<file path="src/rtl/tb_bus_pkg.sv">
// Shared types and widths for the two-phase memory bus driver.
package tb_bus_pkg;

  localparam int unsigned BUS_ADDR_W = 16;
  localparam int unsigned BUS_DATA_W = 8;

  typedef enum logic [2:0] {IDLE, PH1, GAP1, PH2, GAP2, DONE} bus_state_e;

  typedef struct packed {
    logic                  we;
    logic [BUS_ADDR_W-1:0] addr;
    logic [BUS_DATA_W-1:0] wdata;
  } bus_req_t;

endpackage

</file>
<file path="src/rtl/phase_timer.sv">
// Down-counter that times one phi phase; last_o is high while the count is zero.
module phase_timer #(
  parameter int unsigned PHASE_CYC = 2
) (
  input  logic clk,
  input  logic rst,
  input  logic load_i,
  input  logic en_i,
  output logic last_o
);

  localparam int unsigned CNT_W = (PHASE_CYC > 1) ? $clog2(PHASE_CYC) : 1;
  localparam logic [CNT_W-1:0] LOAD_VAL = CNT_W'(PHASE_CYC - 1);

  logic [CNT_W-1:0] cnt_q;

  always_ff @(posedge clk) begin
    if (rst) begin
      cnt_q <= '0;
    end else if (load_i) begin
      cnt_q <= LOAD_VAL;
    end else if (en_i && (cnt_q != '0)) begin
      cnt_q <= cnt_q - CNT_W'(1);
    end
  end

  assign last_o = (cnt_q == '0);

endmodule

</file>
<file path="src/rtl/mem_bus_phase_gen.sv">
// Turns a valid/ready read or write request into one phi1 -> phi2 bus cycle
// on the two-phase test memory and returns read data on a one-cycle strobe.
module mem_bus_phase_gen
  import tb_bus_pkg::*;
#(
  parameter int unsigned PHASE_CYC = 2,
  parameter int unsigned ADDR_W    = BUS_ADDR_W,
  parameter int unsigned DATA_W    = BUS_DATA_W
) (
  input  logic              clk,
  input  logic              rst,
  input  logic              req_valid,
  output logic              req_ready,
  input  logic              req_we,
  input  logic [ADDR_W-1:0] req_addr,
  input  logic [DATA_W-1:0] req_wdata,
  input  logic              halt,
  output logic              rsp_valid,
  output logic [DATA_W-1:0] rsp_rdata,
  output logic              phi1,
  output logic              phi2,
  output logic [ADDR_W-1:0] bus_addr,
  output logic [DATA_W-1:0] bus_wdata,
  output logic              bus_read_e,
  input  logic [DATA_W-1:0] bus_rdata
);

  if (PHASE_CYC < 2) begin : g_phase_cyc_chk
    $error("mem_bus_phase_gen: PHASE_CYC must be >= 2");
  end

  bus_state_e        state_q;
  bus_req_t          req_q;
  logic              phi1_q;
  logic              phi2_q;
  logic              req_ready_q;
  logic              rsp_valid_q;
  logic [DATA_W-1:0] rsp_rdata_q;

  logic accept_c;
  logic timer_load_c;
  logic timer_en_c;
  logic timer_last;

  assign accept_c     = (state_q == IDLE) && req_valid && req_ready_q;
  assign timer_load_c = accept_c || (state_q == GAP1);
  assign timer_en_c   = (state_q == PH1) || (state_q == PH2);

  phase_timer #(
    .PHASE_CYC (PHASE_CYC)
  ) u_phase_timer (
    .clk    (clk),
    .rst    (rst),
    .load_i (timer_load_c),
    .en_i   (timer_en_c),
    .last_o (timer_last)
  );

  always_ff @(posedge clk) begin
    if (rst) begin
      state_q     <= IDLE;
      phi1_q      <= 1'b0;
      phi2_q      <= 1'b0;
      req_ready_q <= 1'b0;
      rsp_valid_q <= 1'b0;
      rsp_rdata_q <= '0;
      // Hold the bus while phi2 falls so an in-flight write commits cleanly.
      if (!phi2_q) begin
        req_q <= '0;
      end
    end else begin
      rsp_valid_q <= 1'b0;
      unique case (state_q)
        IDLE: begin
          req_ready_q <= ~halt;
          if (accept_c) begin
            req_q.we   <= req_we;
            req_q.addr <= BUS_ADDR_W'(req_addr);
            if (req_we) begin
              req_q.wdata <= BUS_DATA_W'(req_wdata);
            end
            req_ready_q <= 1'b0;
            phi1_q      <= 1'b1;
            state_q     <= PH1;
          end
        end
        PH1: begin
          if (timer_last) begin
            phi1_q  <= 1'b0;
            state_q <= GAP1;
          end
        end
        GAP1: begin
          phi2_q  <= 1'b1;
          state_q <= PH2;
        end
        PH2: begin
          if (timer_last) begin
            if (!req_q.we) begin
              rsp_rdata_q <= bus_rdata;
            end
            phi2_q  <= 1'b0;
            state_q <= GAP2;
          end
        end
        GAP2: begin
          rsp_valid_q <= 1'b1;
          state_q     <= DONE;
        end
        DONE: begin
          req_ready_q <= ~halt;
          state_q     <= IDLE;
        end
        default: begin
          state_q <= IDLE;
        end
      endcase
    end
  end

  assign req_ready  = req_ready_q;
  assign rsp_valid  = rsp_valid_q;
  assign rsp_rdata  = rsp_rdata_q;
  assign phi1       = phi1_q;
  assign phi2       = phi2_q;
  assign bus_addr   = ADDR_W'(req_q.addr);
  assign bus_wdata  = DATA_W'(req_q.wdata);
  assign bus_read_e = ~req_q.we;

endmodule

</file>
<file path="config.mk">
export PLATFORM = sky130hd
export DESIGN_NAME = mem_bus_phase_gen
export DESIGN_NICKNAME = d
export VERILOG_FILES = /design/src/rtl/tb_bus_pkg.sv /design/src/rtl/phase_timer.sv /design/src/rtl/mem_bus_phase_gen.sv
export SDC_FILE = /design/constraint.sdc
export NUM_CORES = 1
export LEC_CHECK = 0
export ABC_AREA = 1
export BUFFER_PORTS_ARGS = -buffer_cell sky130_fd_sc_hd__buf_2
export CORE_MARGIN = 4
export CORE_UTILIZATION = 47
export DETAILED_ROUTE_END_ITERATION = 7
export PLACE_DENSITY = 0.78
export SYNTH_ARGS = -nofsm -noshare
export SYNTH_HDL_FRONTEND = slang
export SYNTH_SLANG_ARGS = --single-unit
</file>
<file path="constraint.sdc">
create_clock -name clk -period 3.21 [get_ports clk]
set_clock_uncertainty 0.1 [all_clocks]
set_input_delay 0.4815 -clock clk [delete_from_list [all_inputs] [get_ports clk]]
set_output_delay 0.4815 -clock clk [all_outputs]
set_load 0.05 [all_outputs]
</file>
==> results of run 1 <==
-- synthesized netlist by cell type --
cell,count,area [um^2]
inv_1,34,128
nor2_1,28,105
edfxtp_1,25,751
buf_4,24,180
nand2_1,23,86.3
dfxtp_1,16,320
nand3_1,14,70.1
a21oi_1,13,65.1
buf_2,4,20.0
o21ai_0,3,15.0
nor2_2,2,12.5
a31oi_1,1,6.26
buf_6,1,11.3
nand2_2,1,6.26
nand4_1,1,6.26
o21bai_1,1,7.51
or2_2,1,6.26
-- power breakdown --
| group | leakage, nW | internal (mW) | switching, mW | total (mW) |
|---|---|---|---|---|
| clock | 0.0574 | 0.253 | 0.166 | 0.419 |
| sequential | 0.383 | 0.647 | 0.0365 | 0.683 |
| combinational | 0.621 | 0.0962 | 0.346 | 0.442 |
-- cells by family after synthesis --
family | Yosys count
simple gates | 70
buf+inv | 63
flops | 41
compound gates | 18
-- cell type report --
type,count,area (um^2)
timing repair buffer,73,365
inverter,34,128
tap,48,60.1
multi-input combinational,88,390
sequential,41,1070
fill,333,1550
clock inverter,2,37.5
clock buffer,6,82.6
-- worst max-delay path: stages (launching register included) --
cell and delay, ns:
dfxtp_1 0.38, nor2_1 0.22, nand4_1 0.24, o21ai_0 0.89
-- metrics by stage --
step | setup WS, ns | std cells | area [um^2] | utilization (%)
finish | 1.00 | 292 | 2130 | 57.9
global route | 0.820 | 292 | 2130 | 57.9
CTS | 1.00 | 292 | 2130 | 57.9
detailed placement | 0.720 | 284 | 2010 | 54.6
global placement | 0.764 | 284 | 2010 | 54.6
floorplan | 0.515 | 192 | 1800 | -
-- path summary, 6_finish.rpt --
| check | to | slack (ns) | depth (start not counted) |
|---|---|---|---|
| setup / recovery | bus_wdata[0] | 1.00 | 3 |
| hold / removal | rsp_rdata[6] | 0.36 | 3 |
| setup reg to reg | bus_wdata[0] | 1.00 | 3 |
| hold reg to reg | phi1 | 0.36 | 2 |
-- state kept, by name, summed over array words and instances (netlist names) --
register	count
req_q	1
rsp_rdata	8
bus_wdata	8
phi2	1
bus_addr	16
phi1	1
rsp_valid	1
u_phase_timer.cnt_q	1
req_ready	1
state_q	3
-- layer usage --
metal  global-route usage (%)  vias to the layer above  part of all wire (%)
li1                         -                      676                     -
met1                     16.9                      611                    39
met2                     22.5                       79                    47
met3                     7.10                        4                    13
met4                     3.83                        0                  0.57
met5                        0                        -                     0
==> summary.txt, run 1 <==
Outcome
  – Status: completed

Clock network
  – Root buf cell: clkbuf_8
  – Setup Fix Bufs, Post-CTS: 0
  – Post_cts resized: 0
  – Worst skew pair latency: 0.28 ns
  – CTS tree: built
  – Cts bufs inserted: 5
  – Clk sinks: 41
  – Hold buffer count at CTS: 0
  – Clock slew at reported path FFs: ~0.070 ns
  – Clock buffer depth: 2
  – H-tree levels: 2

Final layout
  – Most frequent cells in the layout: 73 x buf_2, 34 x inv_1, 28 x nor2_1
  – Share of cells above drive strength 1: a little over a third
  – ANT cells: 0
  – Commonest non-fill, non-tap cell in the layout: buf_2
  – Area delta synth->final: 18.8%
  – Nets: 280

Yosys
  – Register bit total from synthesis: approximately 40
  – Largest family of logic cells by synthesized area: buffers and inverters
  – Mapped Cells: approximately 190
  – Syn Std Cell Area: around 1800 um^2
  – Multiplexer share of the synthesized area: 0%
  – Netlist cell types: 17
  – Ys Warns: 0
  – Post-synthesis simple-gate area fraction: between 15 and 20%
  – Xor/xnor share of the synthesized area: 0%
  – Share of the yosys chip area belonging to registers: approximately three fifths
  – Syn_area_per_cell: 9.36 um^2
  – Synth Area in Adders: 0%
  – Complex-gate fraction of the synthesized area: approximately 5.2%
  – Syn_nets: between 200 and 250

Detailed routing
  – Drt total wl: roughly 3400 um
  – Routed Antenna Nets: 0
  – Vias: approximately 1400
  – Initial DRC count: just over 80
  – Per-cell routed wire length: ~12 um
  – Drt drc: 0
  – Vias per inst: about 4.7
  – Initial DRT Pass Iterations: 4

STA
  – Min Tclk post-route: 2.21 ns
  – Worst-Margin Slew: between 1 and 1.5 ns
  – F_max: 453 MHz
  – Slew Limit Fails: 0
  – Hold WS: approximately 0.36 ns
  – Slew HR: between 20% and 30%
  – Final setup viols: 0
  – Final Cycle Share: 68.8%
  – Final hold vios: 0
  – RSZ-0062 raised after global routing: false
  – Setup TNS: 0 ns

Setup path
  – WP data required: between 3 and 4 ns
  – R2R Path Start: state_q[2]
  – Endpoint class of the critical path: register
  – Crit start category: register
  – CP Launch Point: state_q[2]
  – CP Class: reg2reg
  – Crit-path max FO: 8
  – CP arrival: about 2.0 ns

Placement
  – Port Buffers: 73
  – RD Place Congestion: about 0.79
  – Dpl hpwl: approximately 2500 um

Global route
  – Initial antenna violation count: 0
  – Largest net degree at the start of global routing: 39
  – First-pass GRT wire length: 5480 um
  – Number of global-route vias before repair: between 1000 and 1500
  – GRT overflow: 0
  – Tot GR Track Use: 14.1%

Die
  – # rows: 22
  – CORE AREA: ~3700 um^2
  – Chip Width: around 70 um
  – Full die area: 4880 um^2
  – Initial core utilization: slightly below 50%
  – Ports: between 70 and 80
  – Die height: approximately 70 um

Hold path
  – Hold wc startpoint: bus_rdata[6]
  – Hold Path Class: in2reg

Power and ir drop
  – Max VDD drop: 0.000482 V
  – Final Power: 1.54 mW
  – Leak: about 1.1 nW
  – PwrDens: around 720 nW/um^2

Flow run
  – Number of max-cap violations: 0
Note: power is estimated with default switching activity, not from simulation.
==> inputs of run 2 (changes only) <==
--- a/config.mk
+++ b/config.mk
@@ -8,9 +8,9 @@
 export ABC_AREA = 1
 export BUFFER_PORTS_ARGS = -buffer_cell sky130_fd_sc_hd__buf_2
 export CORE_MARGIN = 4
-export CORE_UTILIZATION = 47
+export CORE_UTILIZATION = 43
 export DETAILED_ROUTE_END_ITERATION = 7
-export PLACE_DENSITY = 0.78
+export PLACE_DENSITY = 0.76
 export SYNTH_ARGS = -nofsm -noshare
 export SYNTH_HDL_FRONTEND = slang
 export SYNTH_SLANG_ARGS = --single-unit
==> constraint.sdc (replaced) <==
create_clock -name clk -period 1.8 [get_ports clk]
set_clock_uncertainty 0.1 [all_clocks]
set_input_delay 0.27 -clock clk [delete_from_list [all_inputs] [get_ports clk]]
set_output_delay 0.27 -clock clk [all_outputs]
set_load 0.05 [all_outputs]
==> run 2 against run 1 <==
Sequential power increased by 77%. Design area is 4.4% higher. Register-to-register slack worse by 0.84 ns. Total power rose by 89%. Non-clock buffer count is 7 higher. Core utilization is 2.6 points lower. Combinational power rose by 90%. Count of clock-buffer cells in the layout is 1 lower. Hold slack worse by 0.24 ns. First-iteration DRC count is 61% lower. Flip-flop and latch count did not move. Clock power increased by 100%.
==> summary.txt, run 2 (synthesis gave the netlist of run 1 again) <==
Power and ir drop
  – Max VDD drop: 0.000662 V (was 0.000482 V)
  – Leak: 1.11 nW (was 1.06 nW)
  – PwrDens: 1310 nW/um^2 (was 723 nW/um^2)

STA
  – Final hold vios: 0 (unchanged)
  – Final Cycle Share: 91.2% (was 68.8%)
  – Worst-Margin Slew: 0.412 ns (was 1.06 ns)
  – Slew HR: 72.5% (was 28.8%)
  – RSZ-0062 raised after global routing: false (unchanged)
  – Final setup viols: 0 (unchanged)
  – F_max: 609 MHz (was 453 MHz)
  – Min Tclk post-route: 1.64 ns (was 2.21 ns)
  – Setup TNS: 0 ns (unchanged)
  – Slew Limit Fails: 0 (unchanged)
  – Final setup margin: 0.159 ns (was 1.00 ns)

Die
  – Full die area: 5280 um^2 (was 4880 um^2)
  – Chip Width: 72.6 um (was 69.8 um)
  – Ports: 74 (unchanged)
  – Die height: 72.6 um (was 69.8 um)
  – # rows: 23 (was 22)
  – CORE AREA: 4030 um^2 (was 3690 um^2)
  – Initial core utilization: 44.6% (was 48.7%)

Setup path
  – Crit-path max FO: 8 (unchanged)
  – WP data required: 1.65 ns (was 3.02 ns)
  – Endpoint class of the critical path: register (unchanged)
  – R2r setup slk: 0.16 ns (was 1.00 ns)
  – CP Class: reg2reg (unchanged)
  – Crit start category: register (unchanged)
  – Reg2Reg Depth: 3 (unchanged)
  – Worst R2R End: bus_wdata[5] (was bus_wdata[0])
  – CP arrival: 1.49 ns (was 2.02 ns)
  – R2R Path Start: state_q[1] (was state_q[2])

Clock network
  – Root buf cell: clkbuf_8 (unchanged)
  – Cts bufs inserted: 5 (unchanged)
  – H-tree levels: 2 (unchanged)
  – Clk sinks: 41 (unchanged)
  – Worst skew pair latency: 0.29 ns (was 0.28 ns)
  – Clock buffer depth: 2 (unchanged)
  – CTS tree: built (unchanged)
  – Post_cts resized: 0 (unchanged)
  – Setup Fix Bufs, Post-CTS: 0 (unchanged)
  – Clock slew at reported path FFs: 0.08 ns (was 0.07 ns)
  – Hold buffer count at CTS: 0 (unchanged)

Final layout
  – Area delta synth->final: 24.0% (was 18.8%)
  – Commonest non-fill, non-tap cell in the layout: buf_2 (unchanged)
  – Fin cells: 301 (was 292)
  – Nets: 287 (was 280)
  – Total non-filler cell area in the finished layout: 2230 um^2 (was 2130 um^2)
  – Area of the multi-input gates: 402 um^2 (was 390 um^2)
  – ANT cells: 0 (unchanged)
  – Max reg flops: 16 (unchanged)
  – Most frequent cells in the layout: 73 x buf_2, 34 x inv_1, 28 x nor2_1 (unchanged)
  – FF+latch area: 1070 um^2 (about the same)
  – Number of fill cells: 380 (was 333)
  – Share of cells above drive strength 1: 37.8% (was 35.2%)

Placement
  – Dpl hpwl: 2520 um (was 2500 um)
  – Placed inst area: 2090 um^2 (was 2010 um^2)
  – Pre-CTS setup slack: 0.176 ns (was 0.720 ns)
  – Port Buffers: 73 (unchanged)
  – Placed insts: 293 (was 284)
  – RD Place Congestion: 0.878 (was 0.792)

Detailed routing
  – Drt total wl: 3300 um (was 3360 um)
  – Vias per inst: 4.46 (was 4.69)
  – Drt drc: 0 (unchanged)
  – Routed Antenna Nets: 0 (unchanged)
  – Vias: 1342 (was 1370)
  – Per-cell routed wire length: 11.0 um (was 11.5 um)
  – Initial DRT Pass Iterations: 4 (unchanged)
  – Initial DRC count: 32 (was 83)

Hold path
  – Hold wc startpoint: halt (was bus_rdata[6])
  – Hold Crit Depth: 4 (was 3)
  – Hold Path End: req_ready (was rsp_rdata[6])
  – Hold Path Class: in2reg (unchanged)

Global route
  – Tot GR Track Use: 12.9% (was 14.1%)
  – GRT overflow: 0 (unchanged)
  – First-pass GRT wire length: 5170 um (was 5480 um)
  – Number of global-route vias before repair: 1219 (was 1296)
  – Initial antenna violation count: 0 (unchanged)
  – Largest net degree at the start of global routing: 24 (was 39)

Outcome
  – Status: completed (unchanged)

Flow run
  – Number of max-cap violations: 0 (unchanged)
-- run 2: report_power, final --
part	switching, mW	internal, mW
logic	0.624	0.216
clock network	0.307	0.551
registers	0.0617	1.15
-- run 2: worst max-delay path, stage by stage, from the launching register on --
cell and delay (ns):
dfxtp_1 0.34, inv_1 0.15, nand4_1 0.27, o21ai_2 0.44
-- run 2: worst max path at each step --
| stage | from | to | slack, ns |
|---|---|---|---|
| 2_1_floorplan | req_ready | bus_addr[0] | 0.16 |
| 3_3_place_gp | state_q[0] | bus_wdata[2] | 0.23 |
| 3_5_place_dp | state_q[1] | bus_wdata[2] | 0.18 |
| 4_1_cts | state_q[1] | bus_wdata[1] | 0.16 |
| 5_1_grt | state_q[1] | bus_wdata[1] | 0.03 |
| 6_report | state_q[1] | bus_wdata[5] | 0.16 |
-- run 2: layer usage --
metal	share of wire [%]	vias to the layer above	wire [um]	global-route usage [%]
met1	39	589	1290	14.7
met5	0	-	0	0
met4	1.2	0	39	5.53
met2	48	57	1590	21.3
met3	11	5	378	5.23
li1	-	691	-	-
-- run 2: area by class of cell --
cell class | instances | share of cell area (%)
clock inverters | 3 | 2.92
inverters | 34 | 5.73
multi-input cells | 88 | 18.0
clock buffers | 5 | 3.09
repair buffers | 80 | 19.3
flip-flops and latches | 41 | 48.1
well taps | 50 | 2.81
-- run 2: stage by stage --
stage / util (%) / power, mW / hold slack, ns
finish: 55.3 / 2.91 / 0.121
global route: 55.3 / 3.05 / 0.141
CTS: 55.3 / 2.94 / 0.117
detailed placement: 52.0 / 2.08 / 0.335
global placement: 52.0 / 2.07 / 0.340
floorplan: - / 1.94 / 0.328
